## src/rtl/cache_refill_ctrl.sv

```systemverilog
`default_nettype none
// ============================================================================
//  Module   : cache_refill_ctrl
//  Purpose  : Miss-handling controller between the 4-way cache and main
//             memory. Stalls the CPU on a cache miss. Writes back a dirty
//             victim if there is one, then fetches the missing word. Installs
//             the word through the substitude/substitude_fin handshake and
//             then releases the stall so the held CPU access retries and hits.
//             Keeps saturating miss and writeback counters and a sticky
//             bus-timeout flag.
//  Ports    : clk, rst (async, active-high)
//             CPU side   : cpu_addr, cpu_rd, cpu_wr -> cpu_stall
//             Cache side : r_miss, w_miss, dirty_bit, wb_data, victim_tag,
//                          substitude_fin -> substitude, substitude_data
//             Memory side: mem_rdata, mem_ack -> mem_req, mem_we, mem_addr,
//                          mem_wdata
//             Status     : miss_cnt, wb_cnt, bus_err
//  Revision : 1.0  initial release
// ============================================================================
module cache_refill_ctrl #(
   parameter int TIMEOUT_CYCLES = 255,
   parameter int CNT_W          = 16
) (
   input  logic             clk,
   input  logic             rst,
   input  logic [29:0]      cpu_addr,
   input  logic             cpu_rd,
   input  logic             cpu_wr,
   output logic             cpu_stall,
   input  logic             r_miss,
   input  logic             w_miss,
   input  logic             dirty_bit,
   input  logic [31:0]      wb_data,
   input  logic [19:0]      victim_tag,
   output logic             substitude,
   output logic [31:0]      substitude_data,
   input  logic             substitude_fin,
   output logic             mem_req,
   output logic             mem_we,
   output logic [29:0]      mem_addr,
   output logic [31:0]      mem_wdata,
   input  logic [31:0]      mem_rdata,
   input  logic             mem_ack,
   output logic [CNT_W-1:0] miss_cnt,
   output logic [CNT_W-1:0] wb_cnt,
   output logic             bus_err
);

   localparam int              TO_W      = $clog2(TIMEOUT_CYCLES + 1);
   localparam logic [TO_W-1:0] c_to_last = TO_W'(TIMEOUT_CYCLES - 1);
   localparam logic [TO_W-1:0] c_to_one  = TO_W'(1);
   localparam logic [CNT_W-1:0] c_cnt_max = '1;
   localparam logic [CNT_W-1:0] c_cnt_one = CNT_W'(1);

   typedef enum logic [2:0] {
      IDLE     = 3'd0,
      CHECK    = 3'd1,
      WB       = 3'd2,
      FILL     = 3'd3,
      SUBST    = 3'd4,
      WAIT_FIN = 3'd5,
      DONE     = 3'd6
   } state_t;

   state_t            state_q, state_d;
   logic [29:0]       addr_q, addr_d;
   logic [19:0]       vtag_q, vtag_d;
   logic [31:0]       wbdata_q, wbdata_d;
   logic              mem_req_q, mem_req_d;
   logic              mem_we_q, mem_we_d;
   logic [29:0]       mem_addr_q, mem_addr_d;
   logic [31:0]       mem_wdata_q, mem_wdata_d;
   logic              subst_q, subst_d;
   logic [31:0]       subst_data_q, subst_data_d;   // doubles as the fill buffer
   logic [TO_W-1:0]   to_cnt_q, to_cnt_d;
   logic [CNT_W-1:0]  miss_cnt_q, miss_cnt_d;
   logic [CNT_W-1:0]  wb_cnt_q, wb_cnt_d;
   logic              bus_err_q, bus_err_d;

   logic w_any_miss;
   logic w_ack;
   logic w_unused_cpu;

   assign w_any_miss = r_miss | w_miss;
   // An ack only counts while a request is actually outstanding.
   assign w_ack      = mem_ack & mem_req_q;
   // cpu_rd/cpu_wr feed the cache directly; the controller keys off the miss flags.
   assign w_unused_cpu = cpu_rd ^ cpu_wr;

   always_ff @(posedge clk or posedge rst) begin
      if (rst) begin
         state_q      <= IDLE;
         addr_q       <= '0;
         vtag_q       <= '0;
         wbdata_q     <= '0;
         mem_req_q    <= 1'b0;
         mem_we_q     <= 1'b0;
         mem_addr_q   <= '0;
         mem_wdata_q  <= '0;
         subst_q      <= 1'b0;
         subst_data_q <= '0;
         to_cnt_q     <= '0;
         miss_cnt_q   <= '0;
         wb_cnt_q     <= '0;
         bus_err_q    <= 1'b0;
      end else begin
         state_q      <= state_d;
         addr_q       <= addr_d;
         vtag_q       <= vtag_d;
         wbdata_q     <= wbdata_d;
         mem_req_q    <= mem_req_d;
         mem_we_q     <= mem_we_d;
         mem_addr_q   <= mem_addr_d;
         mem_wdata_q  <= mem_wdata_d;
         subst_q      <= subst_d;
         subst_data_q <= subst_data_d;
         to_cnt_q     <= to_cnt_d;
         miss_cnt_q   <= miss_cnt_d;
         wb_cnt_q     <= wb_cnt_d;
         bus_err_q    <= bus_err_d;
      end
   end

   always_comb begin
      state_d      = state_q;
      addr_d       = addr_q;
      vtag_d       = vtag_q;
      wbdata_d     = wbdata_q;
      mem_req_d    = mem_req_q;
      mem_we_d     = mem_we_q;
      mem_addr_d   = mem_addr_q;
      mem_wdata_d  = mem_wdata_q;
      subst_d      = 1'b0;
      subst_data_d = subst_data_q;
      to_cnt_d     = to_cnt_q;
      miss_cnt_d   = miss_cnt_q;
      wb_cnt_d     = wb_cnt_q;
      bus_err_d    = bus_err_q;

      case (state_q)
         IDLE: begin
            if (w_any_miss) begin
               state_d = CHECK;
               addr_d  = cpu_addr;
               if (miss_cnt_q != c_cnt_max) miss_cnt_d = miss_cnt_q + c_cnt_one;
            end
         end

         // Victim info is valid from the cache this cycle. The memory outputs
         // are registered, so the first request is set up here straight from
         // the inputs; that keeps mem_req valid on the first WB/FILL cycle.
         CHECK: begin
            vtag_d    = victim_tag;
            wbdata_d  = wb_data;
            to_cnt_d  = '0;
            mem_req_d = 1'b1;
            if (dirty_bit) begin
               state_d     = WB;
               mem_we_d    = 1'b1;
               mem_addr_d  = {victim_tag, addr_q[9:0]};
               mem_wdata_d = wb_data;
            end else begin
               state_d    = FILL;
               mem_we_d   = 1'b0;
               mem_addr_d = addr_q;
            end
         end

         WB: begin
            mem_addr_d  = {vtag_q, addr_q[9:0]};
            mem_wdata_d = wbdata_q;
            if (w_ack) begin
               // The fill request follows on the next cycle without a gap.
               if (wb_cnt_q != c_cnt_max) wb_cnt_d = wb_cnt_q + c_cnt_one;
               state_d    = FILL;
               mem_we_d   = 1'b0;
               mem_addr_d = addr_q;
               to_cnt_d   = '0;
            end else if (to_cnt_q == c_to_last) begin
               bus_err_d = 1'b1;
               mem_req_d = 1'b0;
               state_d   = IDLE;
            end else begin
               to_cnt_d = to_cnt_q + c_to_one;
            end
         end

         FILL: begin
            if (w_ack) begin
               subst_data_d = mem_rdata;
               subst_d      = 1'b1;
               mem_req_d    = 1'b0;
               state_d      = SUBST;
            end else if (to_cnt_q == c_to_last) begin
               bus_err_d = 1'b1;
               mem_req_d = 1'b0;
               state_d   = IDLE;
            end else begin
               to_cnt_d = to_cnt_q + c_to_one;
            end
         end

         SUBST:    state_d = WAIT_FIN;

         WAIT_FIN: if (substitude_fin) state_d = DONE;

         // One cycle for the cache lookup to settle before the CPU retries.
         DONE:     state_d = IDLE;

         default:  state_d = IDLE;
      endcase
   end

   assign cpu_stall       = (state_q != IDLE) | w_any_miss;
   assign substitude      = subst_q;
   assign substitude_data = subst_data_q;
   assign mem_req         = mem_req_q;
   assign mem_we          = mem_we_q;
   assign mem_addr        = mem_addr_q;
   assign mem_wdata       = mem_wdata_q;
   assign miss_cnt        = miss_cnt_q;
   assign wb_cnt          = wb_cnt_q;
   assign bus_err         = bus_err_q;

endmodule
`default_nettype wire

```

## config.mk

```make
export PLATFORM = sky130hd
export DESIGN_NAME = cache_refill_ctrl
export DESIGN_NICKNAME = d
export VERILOG_FILES = /design/src/rtl/cache_refill_ctrl.sv
export SDC_FILE = /design/constraint.sdc
export NUM_CORES = 1
export LEC_CHECK = 0
export CAP_MARGIN = 20
export CORE_MARGIN = 4
export CORE_UTILIZATION = 40
export DETAILED_ROUTE_END_ITERATION = 6
export GPL_TIMING_DRIVEN = 0
export MAX_ROUTING_LAYER = met4
export PLACE_DENSITY = 0.76
export RECOVER_POWER = 50
export SYNTH_ARGS = -nofsm -noshare
export SYNTH_HDL_FRONTEND = slang
export SYNTH_SLANG_ARGS = --single-unit
export TNS_END_PERCENT = 50
```

## constraint.sdc

```tcl
create_clock -name clk -period 23.3 [get_ports clk]
set_input_delay 4.66 -clock clk [delete_from_list [all_inputs] [get_ports clk]]
set_output_delay 4.66 -clock clk [all_outputs]
set_load 0.03 [all_outputs]
```

After elaboration in Yosys (flattened, before gate mapping):

Cells that the tools add are included.

* output and inout port bits: 131
* register bits: 223
* logic and storage cells: 75
* input port bits: 123

* add/subtract/negate cells: 3
* equal/unequal tests: 14
* bitwise logic cells: 4
* mux-type cells: 25
* reductions and logical operators: 15

Operators with widths (count)
* $pmux W32 S2: 1
* $mux W30: 2
* $pmux W30 S2: 1
* $add A16 B1 Y16 const B: 2
* $mux W32: 1
* $ne A16 B16 Y1 const B: 2
* $mux W8: 3
* $pmux W8 S3: 1
* $pmux W3 S6: 1
* $mux W3: 5
* $reduce_and A2 Y1: 7
* $ne A2 B2 Y1 const B: 6
* $reduce_and A3 Y1: 3
* $add A8 B1 Y8 const B: 1
* $eq A8 B8 Y1 const B: 1
* $mux W1: 8
* $eq A3 B2 Y1 const B: 2
* $eq A3 B3 Y1 const B: 2
* $reduce_bool A3 Y1: 2
* $eq A3 B1 Y1 const B: 1
* $logic_not A3 Y1: 1
* $pmux W1 S3: 1
* $or A1 B1 Y1: 2
* $pmux W1 S2: 1
* other kinds (4): 4

Logic depth before layout (Yosys ltp):

Gate-level depths: netlist of run 1.

* word-level depth: 4
* gate-level depth with buffers: 8
* gate-level depth less buffers: 7

Worst setup path before layout of run 1:

OpenSTA, ideal clock, no wires.

* path type: input-to-output
* start: input port w_miss
* end: output port cpu_stall
* path slack: 13.658 ns
* data required time: 18.640 ns
* stages: 2
* buffers on the path: 0
* arrival time: 4.982 ns
* cell sequence: nor2_1 -> nand2_1

* cells in the longest elaborated chain, start to end: 2

RTL lines
* start, declared: RTL line 31 `input logic w_miss,`
* $or A1 B1 Y1: RTL line 84 `assign w_any_miss = r_miss | w_miss;`
* $or A1 B1 Y1: RTL line 214 `assign cpu_stall = (state_q != IDLE) | w_any_miss;`
* end, declared: RTL line 29 `output logic cpu_stall,`

Every way passes these cells.

==> impl_metrics.ini, run 1 <==
[status]
status = finished, violations left
violations = max-capacitance violations, max-slew violations

[hold_path]
min_delay_path_depth = 1
min_path_type = register to register
holdCritStartpoint = bus_err
holdPathEnd = bus_err

[timing]
rsz0062_at_grt = false
final_max_slew_viol_count = 226
final.setup.tns_ps = 0
min_period_ps = 13290
fmax_ghz = 0.0752
hold_slack_ps = 458
hold_violations = 0
worst_pin_slew_ps = 6270
finalSetupViolCount = 0
fin_crit_sh_pct = 57.0
slew_headroom_pct = -318
finalClockSkew_ps = 11.4

[drt]
met1Wirelength_mm = 10.7
drc_errors = 0
wl_per_cell_um = 17.2
ant_nets = 0
vias = 7324
highest_layer = met4
drt_iter0_markers = 323
routed_wl_mm = 24.9
wl_met2_mm = 11.7
via_per_inst = 5.06
wl_met3_mm = 1.98
drt_first_pass_iters = 4

[synthesis]
synth_edf_count = 0
ys_seq_area_share_pct = 59.2
synth.avg_cell_area_um2 = 11.3
synthArstFlopShare_pct = 100
netlist_area_mm2 = 0.00943
netlist-cell-type-count = 48
ys_warn_count = 0
ys.flop_type = dfrtp_1
syn_nets = 962
synth_seq_cells = 223
synth_cells = 835

[floorplan]
rows = 55
start_util_pct = 41.2
ios = 254
die_y_um = 162
dieArea_mm2 = 0.0261
die_w_um = 162
core_mm2 = 0.0229

[grt]
grt_max_degree = 122
grt_antenna_before_repair = 5
track_usage_pct = 19.3
gr-total-overflow = 0
grt_pass1_vias = 7420
grt_pass1_wl_mm = 39.7

[setup_path]
start_kind = primary input
endpoint_kind = asynchronous set/reset pin
cpPeakStageDelay_ps = 4550
crit_fanout = 121
critPathSlowestCell = clkbuf_1
reg2reg_from = wb_cnt[0]
regToRegSetupSlack_ps = 20900
cp.arrival_ps = 12380
worstRegToRegCells = 5
criticalPathCategory = primary input to asynchronous set/reset pin
reg2reg_to = wb_cnt[1]
path_cells = dlygate4sd3_1, clkinvlp_2, clkbuf_1
worstPathRequired_ps = 22390

[cts]
postCtsResizedCells = 0
clk_path_buf_depth = 3
tritoncts = yes
post-cts-setup-buffers = 0
numCtsBuffers = 25
insertion_delay_ps = 520
cts-root-buf = clkbuf_16
htreeDepth = 1
holdBufCountCts = 0
clock_sinks = 223
clk_pin_slew_ps = 60

[pwr]
ir_drop_uv = 63.9
leakage_nw = 5.74
power-per-cell-area_mw_per_mm2 = 144

[place]
gp_congestion = 0.819
dp_hpwl_mm = 17.6
port_buffers = 250

[cells_and_area]
final_cell_mix = dfrtp_1, nand2_1, clkdlybuf4s50_1
final_common_cell = dfrtp_1
area_delta_synth_final_pct = 38.9
nNetsFinal = 1240
drive_gt1_share_pct = 14.1

[run]
drv_cap = 2
[cell usage after synthesis, drive strengths merged (3+ instances only)]
library cell / number / share of area [%]
nand2: 196 / 7.8
nand4: 12 / 0.80
o22ai: 21 / 1.4
xnor2: 15 / 1.4
inv: 10 / 0.40
a32oi: 32 / 3.0
nand2b: 7 / 0.46
nand3: 16 / 0.90
and3: 7 / 0.46
mux2: 98 / 12
nor4: 3 / 0.20
buf: 24 / 1.5
nor3: 14 / 1.1
or2: 3 / 0.23
o21ai: 17 / 0.94
xor2: 10 / 0.93
a31oi: 4 / 0.27
o31ai: 22 / 1.9
ha: 4 / 0.53
dfrtp: 223 / 59
a21oi: 11 / 0.58
nor2: 44 / 1.8
clkbuf: 23 / 0.92
[power breakdown]
part / switching [mW] / internal (mW) / total [mW]
combinational: 0.478 / 0.368 / 0.846
sequential: 0.0987 / 0.561 / 0.660
clock: 0.154 / 0.230 / 0.384
total: 0.730 / 1.16 / 1.89
[registers in the layout, summed over array words and instances (netlist names), 3 cells and up]
| signal | flops |
|---|---|
| mem_addr | 30 |
| miss_cnt | 16 |
| wb_cnt | 16 |
| wbdata_q | 32 |
| addr_q | 30 |
| state_q | 3 |
| mem_wdata | 32 |
| vtag_q | 20 |
| substitude_data | 32 |
| to_cnt_q | 8 |
[metal layers]
metal	up-vias	global-route usage, %
met5	-	-
met2	248	30.2
met4	0	4.42
li1	3493	-
met1	3544	25.2
met3	39	5.31
[final cells by class]
type                            instances  area, µm²
Buffer                                 47        221
Multi-Input combinational cell        555       3550
Sequential cell                       223       5580
Clock buffer                           39        748
Timing Repair Buffer                  251       2510
Inverter                               10       38.8
Fill cell                            1949       9820
Clock inverter                          4       48.8
Antenna cell                            6       15.0
Tap cell                              313        392
[kinds of logic (layout without fill, tap and decap cells)]
family | after synthesis | after routing | synth area share, %
AND/OR/NAND/NOR | 310 | 310 | 14.5
adder cells (fa/ha/maj) | 4 | 4 | 0.531
other | 0 | 6 | 0
XOR/XNOR | 25 | 25 | 2.32
AO/OA/AOI/OAI | 118 | 118 | 9.05
multiplexers | 98 | 98 | 11.7
buffers and inverters | 57 | 351 | 2.77
flip-flops | 223 | 223 | 59.2
[stage by stage]
stage               std cells  area (µm²)  total power, mW  utilization [%]  setup WS, ps
floorplan                 835        9430             1.19                -         12530
global placement         1398       12300             1.50             53.8          9560
detailed placement       1399       12400             1.52             53.9         12580
CTS                      1442       13200             1.92             57.4         12580
global route             1445       13100             2.01             57.1          8020
finish                   1448       13100             1.89             57.2         10010
[worst max-delay path: cells and delay by family]
kind                   cells  cell delay, ps
buffers and inverters      3            7620
[worst max path at each step]
stage	start	endpoint	cells after the start
finish	rst	mem_wdata[5]	3
global route	rst	to_cnt_q[0]	3
floorplan	rst	addr_q[0]	1
detailed placement	r_miss	cpu_stall	4
CTS	r_miss	cpu_stall	4
global placement	rst	wb_cnt[1]	2
No activity file was read; power rests on OpenSTA's default activity.
==> run 2, diff against run 1 <==
--- a/config.mk
+++ b/config.mk
@@ -11,7 +11,7 @@
 export DETAILED_ROUTE_END_ITERATION = 6
 export GPL_TIMING_DRIVEN = 0
 export MAX_ROUTING_LAYER = met4
-export PLACE_DENSITY = 0.76
+export PLACE_DENSITY = 0.79
 export RECOVER_POWER = 50
 export SYNTH_ARGS = -nofsm -noshare
 export SYNTH_HDL_FRONTEND = slang
==> constraint.sdc (replaced) <==
create_clock -name clk -period 11.4 [get_ports clk]
set_input_delay 2.28 -clock clk [delete_from_list [all_inputs] [get_ports clk]]
set_output_delay 2.28 -clock clk [all_outputs]
set_load 0.03 [all_outputs]
==> run 2 against run 1 <==
  * The flow still finishes with violations (max-capacitance violations, max-slew violations)
  * Die area unchanged
  * Critical endpoint is now wb_cnt[11]
  * Register-to-register slack got worse by 12000 ps
  * Final area increased by 0.70%
  * Combinational power increased by 110%
  * Core utilization increased by 0.40 points
  * Flip-flop and latch count unchanged
  * Global-route usage increased by 0.22 points
  * Sequential share of layout area decreased by 0.30 points
==> impl_metrics.ini, run 2 (synthesis results as in run 1) <==
[setup_path]
critPathSlowestCell = clkinvlp_2
path_cells = dlygate4sd3_1, clkinvlp_2
criticalPathCategory = primary input to asynchronous set/reset pin
crit_path_end = wb_cnt[11]
cp.arrival_ps = 5950
worstPathRequired_ps = 11030
regToRegSetupSlack_ps = 9000
crit_start = rst
worstSetupPathDepth = 2
crit_fanout = 121
critPathBufInv = 2
reg2reg_to = wb_cnt[1]
critical-path-top-delay-family = buffers and inverters
endpoint_kind = asynchronous set/reset pin
cpPeakStageDelay_ps = 2990
worstRegToRegCells = 5
start_kind = primary input
reg2reg_from = wb_cnt[0]

[timing]
fin_crit_sh_pct = 55.4
min_period_ps = 6320
finalSetupViolCount = 0
rsz0062_at_grt = false
final.setup.tns_ps = 0
hold_violations = 0
finalClockSkew_ps = 6.76
worst_pin_slew_ps = 5400
fmax_ghz = 0.158
slew_headroom_pct = -262
final_max_slew_viol_count = 122

[status]
violations = max-capacitance violations, max-slew violations
status = finished, violations left

[cells_and_area]
fill_cells = 1885
seq_area_mm2 = 0.00558
nNetsFinal = 1240
multiInputGateArea_mm2 = 0.00355
final_cell_mix = dfrtp_1, nand2_1, clkdlybuf4s50_1
fin_cells = 1446
drive_gt1_share_pct = 14.7
final_common_cell = dfrtp_1
area_delta_synth_final_pct = 39.8

[floorplan]
ios = 254
dieArea_mm2 = 0.0261
rows = 55
start_util_pct = 41.2
die_y_um = 162
die_w_um = 162
core_mm2 = 0.0229

[hold_path]
min_path_type = register to register

[cts]
holdBufCountCts = 0
numCtsBuffers = 25
post-cts-setup-buffers = 0
insertion_delay_ps = 500
tritoncts = yes
clock_sinks = 223
clk_path_buf_depth = 3
postCtsResizedCells = 0
clk_pin_slew_ps = 60
cts-root-buf = clkbuf_16
htreeDepth = 1

[grt]
track_usage_pct = 19.5
gr-total-overflow = 0
grt_antenna_before_repair = 1
grt_pass1_wl_mm = 40.6
grt_pass1_vias = 7509
grt_max_degree = 122

[run]
drv_cap = 1

[pwr]
power_frac_seq_pct = 34.3
power-per-cell-area_mw_per_mm2 = 298
leakage_nw = 5.78
ir_drop_uv = 181
pwr-share-clk_pct = 21.2
p_sw_mw = 1.51
combPwrFrac_pct = 44.5
switching_share_pct = 38.4
intPower_mw = 2.42

[drt]
via_per_inst = 5.09
ant_nets = 0
routed_wl_mm = 25.2
drt_first_pass_iters = 5
vias = 7354
drt_iter0_markers = 478
wl_per_cell_um = 17.4
drc_errors = 0

[place]
gp_congestion = 0.889
port_buffers = 250
dp_hpwl_mm = 18.5
dp_cells = 1399
## run 2: through the flow
| stage | hold WS, ps | total power [mW] | utilization, % | area (µm²) | setup WS, ps |
|---|---|---|---|---|---|
| floorplan | 442 | 2.44 | - | 9430 | 3010 |
| global placement | 444 | 3.07 | 53.8 | 12300 | 96.2 |
| detailed placement | 456 | 3.12 | 53.9 | 12400 | 5440 |
| CTS | 470 | 3.98 | 57.7 | 13200 | 5440 |
| global route | 490 | 4.17 | 57.5 | 13200 | 4170 |
| finish | 465 | 3.93 | 57.6 | 13200 | 5080 |
## run 2: metal layers
layer,vias to the layer above,routed length [µm],global-route usage (%)
li1,3499,-,-
met1,3572,10900,26.0
met2,242,11900,30.6
met3,41,1760,4.47
met4,0,603,4.65
met5,-,0,-
## run 2: cell type report
cell class	instances	share of cell area [%]
inverter	10	0.294
tap	313	2.97
antenna	3	0.0569
timing repair buffer	251	19.2
clock inverter	9	0.949
sequential	223	42.3
buffer	47	1.67
clock buffer	35	5.63
multi-input combinational	555	26.9
## run 2: worst min-delay path by stage
stage	cells after the start	slack, ps	from	end
after detailed placement	1	460	bus_err	bus_err
after global routing	2	490	mem_wdata[20]	mem_wdata[20]
after CTS	1	470	bus_err	bus_err
after global placement	1	440	bus_err	bus_err
after floorplan	2	440	addr_q[0]	addr_q[0]
final	1	460	bus_err	bus_err
## run 2: power groups by stage
stage | clock, mW | sequential, mW | combinational, mW
2_1_floorplan | 0 | 1.69 | 0.752
3_3_place_gp | 0 | 1.34 | 1.73
3_5_place_dp | 0 | 1.36 | 1.77
4_1_cts | 0.853 | 1.35 | 1.78
5_1_grt | 0.886 | 1.39 | 1.89
6_report | 0.832 | 1.35 | 1.75
==> run 3, diff against run 2 <==
--- a/config.mk
+++ b/config.mk
@@ -11,7 +11,7 @@
 export DETAILED_ROUTE_END_ITERATION = 6
 export GPL_TIMING_DRIVEN = 0
 export MAX_ROUTING_LAYER = met4
-export PLACE_DENSITY = 0.79
+export PLACE_DENSITY = 0.76
 export RECOVER_POWER = 50
 export SYNTH_ARGS = -nofsm -noshare
 export SYNTH_HDL_FRONTEND = slang
==> constraint.sdc (replaced) <==
create_clock -name clk -period 6.1 [get_ports clk]
set_input_delay 1.22 -clock clk [delete_from_list [all_inputs] [get_ports clk]]
set_output_delay 1.22 -clock clk [all_outputs]
set_load 0.03 [all_outputs]
==> run 3 against run 2 <==
  * Flip-flop and latch count unchanged
  * Sequential power up 86%
  * Largest cell class unchanged
  * Wire length up 1.4%
  * Count of clock-buffer cells in the layout down 2
  * Die area unchanged
  * The run still ends with max-capacitance violations, max-slew violations left
  * Worst hold slack worse by 6.2 ps
  * Core utilization up 0.26 points
==> impl_metrics.ini, run 3 (synthesis results as in run 1) <==
[status]
status = finished, violations left
violations = max-capacitance violations, max-slew violations

[cts]
numCtsBuffers = 25
holdBufCountCts = 0
clock_sinks = 223
clk_pin_slew_ps = 60
postCtsResizedCells = 0
post-cts-setup-buffers = 0
cts-root-buf = clkbuf_16
clk_path_buf_depth = 3
htreeDepth = 1
insertion_delay_ps = 510
tritoncts = yes

[run]
drv_cap = 3

[place]
port_buffers = 250
dp_cells = 1403
dp_hpwl_mm = 18.9
gp_congestion = 0.843

[setup_path]
crit_fanout = 41
start_kind = primary input
endpoint_kind = asynchronous set/reset pin
worstPathRequired_ps = 6790
criticalPathCategory = primary input to asynchronous set/reset pin
cp.arrival_ps = 4720

[drt]
routed_wl_mm = 25.5
via_per_inst = 5.07
drc_errors = 0
drt_first_pass_iters = 7
ant_nets = 0
wl_per_cell_um = 17.6
vias = 7370
drt_iter0_markers = 334

[floorplan]
start_util_pct = 41.2
die_w_um = 162
dieArea_mm2 = 0.0261
ios = 254
rows = 55
die_y_um = 162
core_mm2 = 0.0229

[grt]
gr-total-overflow = 0
grt_pass1_wl_mm = 40.8
grt_pass1_vias = 7641
grt_max_degree = 42
grt_antenna_before_repair = 5
track_usage_pct = 19.7

[timing]
rsz0062_at_grt = false
min_period_ps = 4030
fin_crit_sh_pct = 66.0
slew_headroom_pct = -43.6
worst_pin_slew_ps = 2150
final_max_slew_viol_count = 117
fmax_ghz = 0.248
finalClockSkew_ps = 12.7
hold_violations = 0
final.setup.tns_ps = 0
finalSetupViolCount = 0
hold_slack_ps = 458

[pwr]
leakage_nw = 5.76
power-per-cell-area_mw_per_mm2 = 558
ir_drop_uv = 324

[cells_and_area]
seq_area_mm2 = 0.00558
area_delta_synth_final_pct = 40.5
final_common_cell = clkdlybuf4s50_1
nNetsFinal = 1244
drive_gt1_share_pct = 14.0
final_cell_mix = clkdlybuf4s50_1, dfrtp_1, nand2_1
fill_cells = 1951
fin_cells = 1454
multiInputGateArea_mm2 = 0.00357

[hold_path]
min_path_type = register to register
==> run 3: through the flow <==
| stage | power [mW] | cell area (µm²) | util (%) | setup slack, ps |
|---|---|---|---|---|
| finish | 7.39 | 13300 | 57.8 | 2070 |
| global route | 7.85 | 13200 | 57.8 | 1490 |
| CTS | 7.50 | 13300 | 58.2 | 2270 |
| detailed placement | 5.84 | 12400 | 54.2 | 2280 |
| global placement | 5.74 | 12300 | 53.8 | 213 |
| floorplan | 4.56 | 9440 | - | 1970 |
==> run 3: routing by layer <==
metal / GRT usage (%) / share of wire (%)
met2: 30.6 / 46
met4: 5.27 / 2.9
met5: - / 0
met1: 25.6 / 43
met3: 5.61 / 7.8
==> run 3: power breakdown <==
group / switching (mW) / internal (mW) / total [mW]
clock network: 0.592 / 1.02 / 1.61
logic: 1.86 / 1.41 / 3.27
registers: 0.370 / 2.14 / 2.51
total: 2.82 / 4.57 / 7.39
==> run 3: path summary, 6_finish.rpt <==
check                            from                 end  slack [ps]  cells after the start
setup reg to reg           state_q[2]         wbdata_q[5]        3080                      5
min in group asynchronous         rst       mem_wdata[23]        1450                      2
hold / removal                bus_err             bus_err         460                      1
hold reg to reg               bus_err             bus_err         460                      1
max in group clk               w_miss           cpu_stall        2210                      4
setup / recovery                  rst  substitude_data[0]        2070                      5
==> run 3: area by class of cell <==
class / count / share of cell area (%)
clock inverter: 12 / 1.44
inverter: 10 / 0.293
antenna: 6 / 0.113
multi-input combinational: 555 / 26.9
timing repair buffer: 255 / 19.3
tap: 313 / 2.96
buffer: 47 / 1.56
clock buffer: 33 / 5.33
sequential: 223 / 42.1
==> run 3: worst max-delay path: stages <==
cell and delay (ps):
dlygate4sd3_1 550, clkinvlp_2 790, clkbuf_1 1500, buf_12 340, buf_12 270
